===== config.mk =====
export PLATFORM = sky130hd
export DESIGN_NAME = softmax_sum_accum
export DESIGN_NICKNAME = d
export VERILOG_FILES = /design/src/rtl/softmax_sum_accum_pkg.sv /design/src/rtl/softmax_sum_accum_bf16_to_fixed.sv /design/src/rtl/softmax_sum_accum.sv
export SDC_FILE = /design/constraint.sdc
export NUM_CORES = 1
export LEC_CHECK = 0
export ABC_AREA = 0
export BUFFER_PORTS_ARGS = -buffer_cell sky130_fd_sc_hd__buf_4
export CORE_MARGIN = 4
export CORE_UTILIZATION = 50
export CTS_CLUSTER_DIAMETER = 30
export CTS_CLUSTER_SIZE = 12
export DETAILED_ROUTE_END_ITERATION = 8
export PLACE_DENSITY = 0.72
export SLEW_MARGIN = 20
export SYNTH_ARGS = -nofsm -noshare
export SYNTH_HDL_FRONTEND = slang
export SYNTH_SLANG_ARGS = --single-unit
export TNS_END_PERCENT = 20

===== constraint.sdc =====
create_clock -name clk -period 7.3 [get_ports clk]
set_input_delay 1.095 -clock clk [delete_from_list [all_inputs] [get_ports clk]]
set_output_delay 1.095 -clock clk [all_outputs]
set_load 0.02 [all_outputs]

===== src/rtl/softmax_sum_accum_pkg.sv =====
// Shared definitions for the softmax denominator accumulator: BF16 field layout,
// exponent bias and FSM state encoding.
package softmax_sum_accum_pkg;

   localparam int BF16_EXP_W = 8;
   localparam int BF16_MAN_W = 7;
   localparam logic [BF16_EXP_W-1:0] BF16_BIAS = 8'd127;

   typedef enum logic [1:0] {
      ST_ACCUM = 2'd0,
      ST_DRAIN = 2'd1,
      ST_DONE  = 2'd2
   } state_t;

endpackage


===== src/rtl/softmax_sum_accum_bf16_to_fixed.sv =====
// Combinational BF16 -> unsigned Q1.FRAC_BITS conversion for values nominally in [0, 1.0];
// out-of-range inputs are clamped to 0 or 1.0 and flagged.
module bf16_to_fixed
   import softmax_sum_accum_pkg::*;
#(
   parameter int FRAC_BITS = 16
) (
   input  logic [15:0]        bf16,
   output logic [FRAC_BITS:0] value,
   output logic               clip
);

   logic                  sign;
   logic [BF16_EXP_W-1:0] expo;
   logic [BF16_MAN_W-1:0] man;
   logic [FRAC_BITS:0]    mag;
   logic [BF16_EXP_W-1:0] shamt;

   assign sign  = bf16[15];
   assign expo  = bf16[14:7];
   assign man   = bf16[6:0];
   // 1.M aligned so that the hidden one lands on the integer bit
   assign mag   = {{(FRAC_BITS-BF16_MAN_W){1'b0}}, 1'b1, man} << (FRAC_BITS - BF16_MAN_W);
   assign shamt = BF16_BIAS - expo;

   always_comb begin
      value = '0;
      clip  = 1'b0;
      if (expo == '0) begin
         value = '0;
      end else if (sign) begin
         clip = 1'b1;
      end else if (expo > BF16_BIAS || (expo == BF16_BIAS && man != '0)) begin
         value[FRAC_BITS] = 1'b1;
         clip             = 1'b1;
      end else if (expo == BF16_BIAS) begin
         value[FRAC_BITS] = 1'b1;
      end else begin
         value = mag >> shamt;
      end
   end

endmodule


===== src/rtl/softmax_sum_accum.sv =====
// Sums a stream of BF16 exponentials into a fixed-point softmax denominator per vector.
// Build option: define SOFTMAX_ACC_SAT_EN to saturate the accumulator instead of wrapping.
module softmax_sum_accum
   import softmax_sum_accum_pkg::*;
#(
   parameter int FRAC_BITS = 16,
   parameter int ACC_WIDTH = 32,
   parameter int CNT_WIDTH = 12
) (
   input  logic                 clk,
   input  logic                 rst_n,
   input  logic                 in_valid,
   output logic                 in_ready,
   input  logic [15:0]          in_data,
   input  logic                 in_last,
   output logic                 out_valid,
   input  logic                 out_ready,
   output logic [ACC_WIDTH-1:0] out_sum,
   output logic [CNT_WIDTH-1:0] out_count,
   output logic                 out_clip
);

   state_t                 state, state_nxt;
   logic                   drain_ph;
   logic                   beat_xfer, res_xfer;
   logic [FRAC_BITS:0]     conv_val, s1_val;
   logic                   conv_clip, s1_clip, s1_vld;
   logic [ACC_WIDTH-1:0]   acc, acc_nxt;
   logic [CNT_WIDTH-1:0]   cnt;
   logic                   clip_q;

   bf16_to_fixed #(.FRAC_BITS(FRAC_BITS)) u_conv (
      .bf16  (in_data),
      .value (conv_val),
      .clip  (conv_clip)
   );

   assign beat_xfer = in_valid && in_ready;
   assign res_xfer  = out_valid && out_ready;

   always_comb begin
      state_nxt = state;
      in_ready  = 1'b0;
      out_valid = 1'b0;
      case (state)
         ST_ACCUM: begin
            in_ready = 1'b1;
            if (in_valid && in_last) state_nxt = ST_DRAIN;
         end
         ST_DRAIN: if (drain_ph) state_nxt = ST_DONE;
         ST_DONE: begin
            out_valid = 1'b1;
            if (out_ready) state_nxt = ST_ACCUM;
         end
         default: state_nxt = ST_ACCUM;
      endcase
   end

   // drain_ph marks the second DRAIN cycle, when the last beat has reached the accumulator
   always_ff @(posedge clk or negedge rst_n) begin
      if (!rst_n) begin
         state    <= ST_ACCUM;
         drain_ph <= 1'b0;
      end else begin
         state    <= state_nxt;
         drain_ph <= (state == ST_DRAIN) && !drain_ph;
      end
   end

   always_ff @(posedge clk or negedge rst_n) begin
      if (!rst_n) begin
         s1_vld  <= 1'b0;
         s1_val  <= '0;
         s1_clip <= 1'b0;
      end else begin
         s1_vld  <= beat_xfer;
         s1_val  <= conv_val;
         s1_clip <= conv_clip;
      end
   end

`ifdef SOFTMAX_ACC_SAT_EN
   logic [ACC_WIDTH:0] acc_wide;
   assign acc_wide = {1'b0, acc} + {{(ACC_WIDTH-FRAC_BITS){1'b0}}, s1_val};
   assign acc_nxt  = acc_wide[ACC_WIDTH] ? '1 : acc_wide[ACC_WIDTH-1:0];
`else
   assign acc_nxt  = acc + {{(ACC_WIDTH-FRAC_BITS-1){1'b0}}, s1_val};
`endif

   always_ff @(posedge clk or negedge rst_n) begin
      if (!rst_n) begin
         acc    <= '0;
         cnt    <= '0;
         clip_q <= 1'b0;
      end else if (res_xfer) begin
         acc    <= '0;
         cnt    <= '0;
         clip_q <= 1'b0;
      end else if (s1_vld) begin
         acc    <= acc_nxt;
         cnt    <= cnt + 1'b1;
         clip_q <= clip_q | s1_clip;
      end
   end

   assign out_sum   = acc;
   assign out_count = cnt;
   assign out_clip  = clip_q;

endmodule


* Yosys cells after proc, flatten, opt, wreduce, memory -nomap -nowiden
Cells that the tools add are included.
W data, S select, Z words.
** Cells by class
- Add/sub/neg operators :: 3
- Order comparisons :: 1
- Equality and inequality tests :: 6
- Shift-type cells :: 1
- Multiplexer cells :: 21
- Bitwise operators :: 1
- Reductions and logical operators :: 12
** Operator list (number)
- $mux W32 :: 2
- $mux W17 :: 2
- $add A32 B17 Y32 :: 1
- $mux W16 :: 2
- $mux W12 :: 2
- $shr A17 B8 Y17 :: 1
- $add A12 B1 Y12 const B :: 1
- $mux W1 :: 9
- $eq A8 B7 Y1 const B :: 1
- $gt A8 B7 Y1 const B :: 1
- $logic_not A8 Y1 :: 1
- $sub A7 B8 Y8 const A :: 1
- $reduce_bool A7 Y1 :: 1
- $mux W2 :: 3
- $ne A2 B2 Y1 const B :: 3
- $pmux W2 S3 :: 1
- $logic_and A1 B1 Y1 :: 5
- $reduce_and A3 Y1 :: 1
- $eq A2 B1 Y1 const B :: 1
- $eq A2 B2 Y1 const B :: 1
- $logic_not A2 Y1 :: 1
- $reduce_bool A2 Y1 :: 1
- $logic_not A1 Y1 :: 1
- $logic_or A1 B1 Y1 :: 1
- $or A1 B1 Y1 :: 1
** Word-level totals
- Register bits after elaboration :: 67
- Input bits :: 21
- Output and inout port bits :: 47
- Logic and storage cells :: 53

* Depth between registers and ports, before layout
- Word-level depth :: 6
- Depth in mapped cells :: 10
- Gate-level depth less buffers :: 9

* By module
From an unflattened synthesis, not the netlist that was laid out.
** Second synthesis, totals
- Cell total of the unflattened synthesis :: 474
- Area, all modules :: 4302.9 µm²
** By module, submodules not included
- softmax_sum_accum :: times used 1, cells each 380, area an instance 3717.3 µm², seq. area each 1676.6 µm²
- bf16_to_fixed :: times used 1, cells each 94, area an instance 585.6 µm², seq. area each 0.0 µm²

* Worst setup path before layout
No wires, ideal clock.
- Path type :: register to register
- Start :: register acc[0] (netlist: out_sum[0])
- End :: register acc[30] (netlist: out_sum[30])
- Library setup time :: 0.078 ns
- Arrival time :: 2.399 ns
- Required time :: 7.222 ns
- Slack :: 4.822 ns
- Cell stages (with the launch flop) :: 11
- Path buffers :: 1
- Period minus slack after synthesis :: 2.478 ns
- Cells stage by stage :: dfrtp_1 > ha_1 > inv_1 > fa_1 > nand2b_1 > a21oi_2 > o21ba_4 > buf_6 > a21oi_2 > or4_1 > a21oi_1
** On the way
- Longest elaborated chain between the ends :: 3
** Ends and longest elaborated chain
- start, declared :: RTL line softmax_sum_accum.sv:28 : logic [ACC_WIDTH-1:0] acc, acc_nxt;
- start signal, assigned :: RTL line softmax_sum_accum.sv:100 : acc <= acc_nxt;
- $add A32 B17 Y32 :: RTL line softmax_sum_accum.sv:87 : assign acc_nxt = acc + {{(ACC_WIDTH-FRAC_BITS-1){1'b0}}, s1_val};
- $mux W32 :: RTL line softmax_sum_accum.sv:99 : end else if (s1_vld) begin
- $mux W32 :: RTL line softmax_sum_accum.sv:95 : end else if (res_xfer) begin
Every way passes these cells. The select of a mux whose other input is x is not followed.
A chain may end at the register's enable or synchronous reset.

* Worst setup path after layout
Ends and elaborated chain as after synthesis.

==> results_dict.tcl <==
set metrics [dict create \
    arrival_ps 2830 \
    cts.sinks 67 \
    avgSynthCellArea_um2 8.96 \
    grt_max_degree 68 \
    crit_chain "ha_1, inv_1, fa_1, nand2b_1, a21oi_2, o21ba_4, a21oi_2, or4_1, a21oi_1" \
    antenna_found_initial 0 \
    coreArea_um2 8220 \
    reg2reg_slack_ps 4730 \
    syn_nets 509 \
    finalMaxSlewViolations 0 \
    synth_flop_cell "dfrtp_1" \
    ir_drop_uv 115 \
    setup_viol 0 \
    n_fill_cell 717 \
    cts.path.max_buffers 2 \
    syn_inst 469 \
    cts-root-buf "clkbuf_8" \
    yosys_warnings 0 \
    hp-class "reg2reg" \
    final_nets 569 \
    ys_ff_latch 67 \
    final_hold_viol_count 0 \
    worstRegToRegCells 9 \
    finish.utilization 0.605 \
    min_period_over_period 0.352 \
    antennaDiodeCount 0 \
    critPathRequiredTime_ps 7560 \
    fmax_mhz 389 \
    final_common_cell "buf_4" \
    drv_cap 0 \
    synthArstFlopShare 1.00 \
    crit_type "reg2reg" \
    reg2reg_to "out_sum[30]$_DFFE_PN0P_" \
    initial_core_util 0.511 \
    via_per_inst 5.84 \
    crit_top_cell "a21oi_2" \
    fin_worst_skew_ps 21.2 \
    dr.pass1.iters 4 \
    wirelength_um 10100 \
    grt_pass1_wl_um 17400 \
    h-tree-depth 3 \
    ys_seq_area_frac 0.399 \
    hold_start "drain_ph$_DFF_PN0_" \
    synth_cell_type_count 56 \
    drive_gt1_frac 0.184 \
    port_buffers 67 \
    cts_buffers 9 \
    post_cts_buffers 0 \
    slew_headroom 0.454 \
    leakagePower_uw 0.00226 \
    mostFrequentLayoutCells "buf_4, dfrtp_1, nor2_1" \
    endpoint "out_sum[30]$_DFFE_PN0P_" \
    power_density_nw_per_um2 323 \
    synth_edf_count 0 \
    whs_path_depth 1 \
    drt-wirelength-per-cell_um 15.7 \
    start_kind "register" \
    die_y_um 99.7 \
    io_pins 68 \
    end_kind "register" \
    grt_pass1_vias 3657 \
    synth.cell_area_um2 4200 \
    place_congestion 0.873 \
    cts_hold_buffers 0 \
    max_stage_delay_ps 510 \
    clock_latency_ps 350 \
    tightest_slew_ps 818 \
    drt_iter0_drc 209 \
    area_growth_pct 18.2 \
    final.setup.tns_ps 0 \
    via_count 3732 \
    crit_start "out_sum[0]$_DFFE_PN0P_" \
    drcViolationCount 0 \
    rows 33 \
    grtUsageTotal 0.215 \
    cts_tree "built" \
    outcome "completed" \
    path_clk_slew_ps 70 \
    crit_path_max_fanout 8 \
    grt-ovfl-total 0 \
    slowest_stage "or4_1" \
    rsz0062_at_grt "false" \
    die-width_um 99.7 \
    min_period_ps 2570 \
    cts_resized 0 \
    place_hpwl_um 7480 \
    ant_nets 0 \
    die_area_um2 9940 \
    r2r-start "out_sum[0]$_DFFE_PN0P_" \
]
[cells in the mapped netlist (all sizes together) (2+ instances only)]
master	n	share of area
a211oi	4	0.0071
a21o	7	0.014
a21oi	40	0.051
a22oi	2	0.0036
a311oi	2	0.0083
a31oi	4	0.0060
a41o	2	0.0048
and2	8	0.013
and3	17	0.026
buf	7	0.012
clkbuf	13	0.012
dfrtp	67	0.40
ha	18	0.054
inv	9	0.0080
mux2i	18	0.043
nand2	37	0.033
nand2b	5	0.0074
nand3	27	0.033
nand3b	4	0.0071
nand4	13	0.021
nor2	51	0.046
nor2b	3	0.0045
nor3	11	0.013
nor4	4	0.0060
o2111ai	2	0.0042
o211ai	9	0.016
o21a	3	0.0054
o21ai	31	0.037
o21bai	2	0.0036
or3	5	0.0074
or4	3	0.0054
xnor2	16	0.033
xor2	13	0.027
[per-layer routing]
layer / global-route usage / share of wire
met5: 0 / 0
met4: 0.0935 / 0.026
met3: 0.0323 / 0.042
met2: 0.352 / 0.49
met1: 0.281 / 0.45
[flip-flops by register name (all words and copies together), names as in the netlist]
| signal | count |
|---|---|
| s1_val | 17 |
| s1_vld | 1 |
| s1_clip | 1 |
| out_clip | 1 |
| state | 2 |
| out_count | 12 |
| drain_ph | 1 |
| out_sum | 32 |
[critical path, delay by kind of cell, from the launching register on]
kind | cells | cell delay, ps
AOI/OAI and AO/OA | 4 | 760
DFF | 1 | 370
and+or+nand+nor | 2 | 700
adders and majority gates | 2 | 590
buffers and inverters | 1 | 70
[cell families after synthesis]
logic type      synth area share
flops                      0.399
simple gates               0.228
buf+inv                   0.0322
fa+ha+maj                 0.0584
compound gates             0.179
mux                       0.0429
xor+xnor                  0.0604
[through the flow]
| stage | cell area, um2 | setup WS (ps) | instances | hold WS (ps) | total power, uW |
|---|---|---|---|---|---|
| final | 4970 | 4730 | 639 | 446 | 1600 |
| after global routing | 4970 | 4550 | 639 | 482 | 1710 |
| after CTS | 4970 | 4710 | 639 | 450 | 1620 |
| after detailed placement | 4750 | 4440 | 623 | 441 | 1290 |
| after global placement | 4750 | 4470 | 623 | 430 | 1280 |
| after floorplan | 4200 | 4820 | 469 | 419 | 1020 |
[how the worst min path moves through the flow]
stage / slack, ps / end
finish: 450 / drain_ph$_DFF_PN0_
global route: 480 / drain_ph$_DFF_PN0_
CTS: 450 / drain_ph$_DFF_PN0_
detailed placement: 440 / drain_ph$_DFF_PN0_
global placement: 430 / drain_ph$_DFF_PN0_
floorplan: 420 / drain_ph$_DFF_PN0_
[final cells by class]
class	count	area (um2)	area share
well taps	105	131	0.0264
clock buffers	11	151	0.0305
clock inverters	5	61.3	0.0123
multi-input cells	372	2390	0.481
inverters	10	37.5	0.00756
flip-flops and latches	67	1680	0.338
repair buffers	69	518	0.104
[power by group]
part | internal [uW] | switching (uW)
sequential | 481 | 124
combinational | 282 | 397
clock | 177 | 141
No activity file was read; power rests on OpenSTA's default activity.
